File: src/rtl/aqe_prog_loader.sv
// aqe_prog_loader
// Boot-time program loader. Consumes a length-prefixed byte stream
// (2-byte little-endian word count, then 16 bytes per word), packs each
// 16 bytes little-endian into a 128-bit word and issues one single-cycle
// write per word on the SRAM program port. Holds the core in reset until
// the image is fully written.
//
// Ports:
//   pll_core_cpuclk, pad_cpu_rst     clock / async active-high reset
//   start                            begin a load (IDLE, DONE, ERR only)
//   byte_valid, byte_data, byte_ready  byte stream handshake
//   prog_wen, prog_waddr, prog_wdata   SRAM program write port
//   load_busy, load_done, load_err     status
//   cpu_hold                           core reset hold, active-high
//   words_loaded                       words written in current load
module aqe_prog_loader #(
  parameter int ADDR_WIDTH = 20,
  parameter int WORD_COUNT = 1024,
  parameter int BASE_ADDR  = 0
) (
  input  logic                  pll_core_cpuclk,
  input  logic                  pad_cpu_rst,
  input  logic                  start,
  input  logic                  byte_valid,
  input  logic [7:0]            byte_data,
  output logic                  byte_ready,
  output logic                  prog_wen,
  output logic [ADDR_WIDTH-1:0] prog_waddr,
  output logic [127:0]          prog_wdata,
  output logic                  load_busy,
  output logic                  load_done,
  output logic                  load_err,
  output logic                  cpu_hold,
  output logic [15:0]           words_loaded
);

  typedef enum logic [2:0] {
    S_IDLE, S_HDR0, S_HDR1, S_DATA, S_WRITE, S_DONE, S_ERR
  } state_t;

  localparam logic [16:0] WC = 17'(WORD_COUNT);

  state_t                  state_q, state_d;
  logic [15:0]             len_q, len_d;
  logic [3:0]              cnt_q, cnt_d;
  logic [127:0]            buf_q, buf_d;
  logic [127:0]            wdata_q, wdata_d;
  logic [ADDR_WIDTH-1:0]   waddr_q, waddr_d;
  logic [15:0]             words_q, words_d;

  logic        hs;
  logic [15:0] hdr_len;

  assign hs      = byte_valid && byte_ready;
  // Full length as it stands on the HDR1 handshake.
  assign hdr_len = {byte_data, len_q[7:0]};

  // State register and datapath flops
  always_ff @(posedge pll_core_cpuclk or posedge pad_cpu_rst) begin
    if (pad_cpu_rst) begin
      state_q <= S_IDLE;
      len_q   <= '0;
      cnt_q   <= '0;
      buf_q   <= '0;
      wdata_q <= '0;
      waddr_q <= '0;
      words_q <= '0;
    end else begin
      state_q <= state_d;
      len_q   <= len_d;
      cnt_q   <= cnt_d;
      buf_q   <= buf_d;
      wdata_q <= wdata_d;
      waddr_q <= waddr_d;
      words_q <= words_d;
    end
  end

  // Next-state logic
  always_comb begin
    state_d = state_q;
    case (state_q)
      S_IDLE, S_DONE, S_ERR: if (start) state_d = S_HDR0;
      S_HDR0:  if (hs) state_d = S_HDR1;
      S_HDR1: begin
        if (hs) begin
          if (hdr_len == 16'd0)               state_d = S_DONE;
          else if ({1'b0, hdr_len} > WC)      state_d = S_ERR;
          else                                state_d = S_DATA;
        end
      end
      S_DATA:  if (hs && cnt_q == 4'd15) state_d = S_WRITE;
      S_WRITE: state_d = (words_q + 16'd1 == len_q) ? S_DONE : S_DATA;
      default: state_d = S_IDLE;
    endcase
  end

  // Datapath next values
  always_comb begin
    len_d   = len_q;
    cnt_d   = cnt_q;
    buf_d   = buf_q;
    wdata_d = wdata_q;
    waddr_d = waddr_q;
    words_d = words_q;
    case (state_q)
      S_IDLE, S_DONE, S_ERR: begin
        if (start) begin
          cnt_d   = '0;
          words_d = '0;
        end
      end
      S_HDR0: if (hs) len_d[7:0]  = byte_data;
      S_HDR1: if (hs) len_d[15:8] = byte_data;
      S_DATA: begin
        if (hs) begin
          buf_d[{cnt_q, 3'b000} +: 8] = byte_data;
          cnt_d = cnt_q + 4'd1;
          // Latch the completed word and its address on the way into WRITE
          // so the program port only changes when a write is issued.
          if (cnt_q == 4'd15) begin
            wdata_d = buf_d;
            waddr_d = ADDR_WIDTH'(BASE_ADDR) + ADDR_WIDTH'(words_q);
          end
        end
      end
      S_WRITE: words_d = words_q + 16'd1;
      default: ;
    endcase
  end

  // Output decode (from registered state only)
  always_comb begin
    byte_ready = 1'b0;
    prog_wen   = 1'b0;
    load_busy  = 1'b0;
    load_done  = 1'b0;
    load_err   = 1'b0;
    cpu_hold   = 1'b1;
    case (state_q)
      S_HDR0, S_HDR1, S_DATA: begin
        byte_ready = 1'b1;
        load_busy  = 1'b1;
      end
      S_WRITE: begin
        prog_wen  = 1'b1;
        load_busy = 1'b1;
      end
      S_DONE: begin
        load_done = 1'b1;
        cpu_hold  = 1'b0;
      end
      S_ERR: begin
        load_err   = 1'b1;
        byte_ready = 1'b1;
      end
      default: ;
    endcase
  end

  assign prog_waddr   = waddr_q;
  assign prog_wdata   = wdata_q;
  assign words_loaded = words_q;

endmodule

File: config.mk
export PLATFORM = sky130hd
export DESIGN_NAME = aqe_prog_loader
export DESIGN_NICKNAME = d
export VERILOG_FILES = /design/src/rtl/aqe_prog_loader.sv
export SDC_FILE = /design/constraint.sdc
export NUM_CORES = 1
export LEC_CHECK = 0
export CORE_MARGIN = 3
export CORE_UTILIZATION = 30
export CTS_CLUSTER_DIAMETER = 120
export DETAILED_ROUTE_END_ITERATION = 6
export PLACE_DENSITY = 0.52
export SLEW_MARGIN = 20
export SYNTH_ARGS = -nofsm -noshare
export SYNTH_HDL_FRONTEND = slang
export SYNTH_SLANG_ARGS = --single-unit
File: constraint.sdc
create_clock -name pll_core_cpuclk -period 12.94 [get_ports pll_core_cpuclk]
set_input_delay 2.588 -clock pll_core_cpuclk [delete_from_list [all_inputs] [get_ports pll_core_cpuclk]]
set_output_delay 2.588 -clock pll_core_cpuclk [all_outputs]
set_load 0.02 [all_outputs]
==> flow_metrics.env <==
export IMPL_final_hold_viol_count=0
export IMPL_fin_worst_skew_ns=0.01593
export IMPL_syn_inst=1350
export IMPL_end_kind="output pin"
export IMPL_swShare_pct=28.61
export IMPL_status="finished, final reports clean"
export IMPL_cts_buffers_inserted=37
export IMPL_place_gp_congestion=0.7943
export IMPL_clockPowerShare_pct=40.7
export IMPL_synth_edf_count=0
export IMPL_start_util_pct=30.43
export IMPL_wl_met2_mm=16.81
export IMPL_p_switching_mw=0.7375
export IMPL_die_area_mm2=0.04874
export IMPL_tightest_slew_ns=1.087
export IMPL_worst_setup_path_start_kind="flop"
export IMPL_cts_repair_resized=0
export IMPL_p_int_mw=1.840
export IMPL_slew_viol_final=0
export IMPL_finalNetCount=1504
export IMPL_fin_ws_ns=7.299
export IMPL_htreeDepth=2
export IMPL_track_usage_pct=15.19
export IMPL_drtAntennaViolNets=0
export IMPL_root_buffer="clkbuf_16"
export IMPL_p_leak_nw=7.538
export IMPL_arrival_ns=3.05
export IMPL_ios=182
export IMPL_worst_path_buf_inv=2
export IMPL_cpPeakStageDelay_ns=0.72
export IMPL_cpMaxStageDelayCell="clkdlybuf4s50_1"
export IMPL_antenna_found_initial=0
export IMPL_netlist_area_mm2=0.01384
export IMPL_synth_compound_area_share_pct=11.86
export IMPL_die_h_um=220.8
export IMPL_ys_seq_area_share_pct=56.24
export IMPL_routedWlPerCell_um=17.58
export IMPL_port_buffers=177
export IMPL_drtIter0Drc=590
export IMPL_worst_r2r_setup_slack_ns=8.78
export IMPL_fill_cells=4558
export IMPL_pwr_share_comb_pct=16.4
export IMPL_yosys_mux_area_fraction_pct=13.57
export IMPL_overflow=0
export IMPL_crit_family="buffers and inverters"
export IMPL_clkTransAtPathRegs_ns=0.06
export IMPL_cts_tree="built"
export IMPL_synthAdderAreaFrac_pct=0.4521
export IMPL_yosys_area_share_simple_pct=12.58
export IMPL_rows=78
export IMPL_clock_path_buffers=3
export IMPL_irDropWorstVdd_mv=0.09476
export IMPL_whs_ns=0.4771
export IMPL_fin_tns_setup_ns=0
export IMPL_synth_warnings=0
export IMPL_seq_area_mm2=0.007782
export IMPL_wl_met1_mm=17.58
export IMPL_seq_power_share_pct=42.9
export IMPL_ctsHoldBuffers=0
export IMPL_async_reset_ff_share_pct=100.0
export IMPL_crit_type="reg -> out"
export IMPL_dr_max_layer_used="met4"
export IMPL_grt_max_degree=136
export IMPL_synth_top_family_by_area="multiplexers"
export IMPL_drive_gt1_share_pct=12.62
export IMPL_core_area_mm2=0.04548
export IMPL_setup_violations=0
export IMPL_final_core_util_pct=38.16
export IMPL_post_place_ws_ns=7.151
export IMPL_met3WireLength_mm=2.096
export IMPL_grt_pass1_wl_mm=57.66
export IMPL_dp_hpwl_mm=24.39
export IMPL_fin_crit_ns=5.641
export IMPL_cp_cell_sequence="nor2_1, nand2_1, inv_1, clkdlybuf4s50_1"
export IMPL_required_ns=10.35
export IMPL_cp_max_fo=20
export IMPL_worstHoldPathType="reg -> reg"
export IMPL_synth_avg_cell_area_um2=10.25
export IMPL_finalPower_mw=2.577
export IMPL_die_x_um=220.8
export IMPL_rsz0062_at_grt="false"
export IMPL_multi_input_area_mm2=0.005607
export IMPL_area_growth_pct=25.42
export IMPL_firstDrtPassIters=7
export IMPL_vias_per_cell=4.728
export IMPL_max_cap_viol_count=0
export IMPL_fmaxAchievable_ghz=0.1773
export IMPL_dr_total_vias=9994
export IMPL_cts_setup_buffers=0
export IMPL_cts_sinks=311
export IMPL_final_period_utilization_pct=43.60
export IMPL_routed_wl_mm=37.17
export IMPL_drc_errors=0
export IMPL_diodes=0
export IMPL_yosys_area_share_xor_xnor_pct=1.835
export IMPL_grt_pass1_vias=9774
export IMPL_synth_cell_types=51
export IMPL_p_per_area_mw_per_mm2=148.5
export IMPL_clock_latency_ns=0.54
export IMPL_synth_seq_cells=311
export IMPL_relSlewSlack_pct=27.38
export IMPL_synth_ff_type="dfrtp_1"
stage by stage:
stage,cell area (um^2),std cells
floorplan,13850,1353
global placement,16100,2048
detailed placement,16110,2048
CTS,17340,2114
global route,17360,2114
finish,17360,2114
final cells by class:
cell class,count,area share (%)
well taps,600,4.326
flip-flops and latches,311,44.84
repair buffers,192,10.92
clock inverters,15,0.7642
multi-input cells,924,32.30
clock buffers,51,6.344
inverters,21,0.4974
routing by layer:
| metal | track usage [%] | up-vias |
|---|---|---|
| li1 | - | 4902 |
| met4 | 3.689 | 0 |
| met3 | 3.818 | 46 |
| met2 | 23.47 | 230 |
| met1 | 21.47 | 4816 |
| met5 | 0 | - |
worst paths after layout:
path	endpoint	startpoint	depth (start not counted)
max	prog_wen	state_q[1]	4
min	prog_wdata[89]	prog_wdata[89]	2
max reg2reg	buf_q[85]	cnt_q[0]	7
min reg2reg	prog_wdata[89]	prog_wdata[89]	2
max in group asynchronous	buf_q[40]	pad_cpu_rst	4
min in group asynchronous	prog_waddr[12]	pad_cpu_rst	2
layout by cell type, fill, tap and decap left out, types with 3 or more instances in the layout:
cell and count:
nor3_1 3, and3_1 12, clkbuf_8 8, o22ai_1 4, nor2b_1 5, and2_1 5, conb_1 4, mux2i_1 74
xor2_1 15, nand3_1 21, clkbuf_16 39, nor4_1 7, o21ai_0 225, nand4_1 4, nand2b_1 12, o2111ai_1 3
xnor2_1 14, dfrtp_1 311, ha_1 5, mux2_2 101, nand2_1 238, buf_6 3, nor2_1 74, or3_1 6
o31ai_1 5, inv_1 20, a21oi_1 54, clkbuf_1 4, clkdlybuf4s50_1 177, clkinv_2 11, buf_4 12
Yosys cell counts (12+ instances only):
cell      instances  area share, %
a21oi_1          54            2.0
and3_1           12           0.54
clkbuf_1         76            2.1
dfrtp_1         311             56
inv_1            21           0.57
mux2_2          101            8.2
mux2i_1          74            5.4
nand2_1         239            6.5
nand2b_1         12           0.54
nand3_1          21           0.76
nor2_1           74            2.0
o21ai_0         225            8.1
xnor2_1          14           0.89
xor2_1           15           0.95
sequential cells by signal, summed over array words and instances (netlist names):
register	cells
prog_waddr	16
prog_wdata	128
len_q	16
words_loaded	16
cnt_q	4
buf_q	128
state_q	3
worst register-to-register path, delay by kind of cell, from the launching register on:
family / cells / cell delay [ns]
mux: 1 / 0.38
flops: 1 / 0.91
simple gates: 4 / 1.87
buf+inv: 1 / 0.15
fa+ha+maj: 1 / 0.73
logic make-up after synthesis:
| family | after synthesis |
|---|---|
| AND/OR/NAND/NOR | 400 |
| AO/OA/AOI/OAI | 311 |
| flip-flops | 311 |
| multiplexers | 175 |
| buffers and inverters | 118 |
| XOR/XNOR | 29 |
| adder cells (fa/ha/maj) | 5 |
| other | 1 |
power groups by stage:
stage | registers, mW | clock network (mW) | logic [mW]
3_5_place_dp | 1.12 | 0 | 0.426
2_1_floorplan | 1.09 | 0 | 0.322
3_3_place_gp | 1.12 | 0 | 0.422
6_report | 1.11 | 1.05 | 0.422
4_1_cts | 1.11 | 1.09 | 0.428
5_1_grt | 1.12 | 1.12 | 0.468
Power figures use the tool's default switching activity.
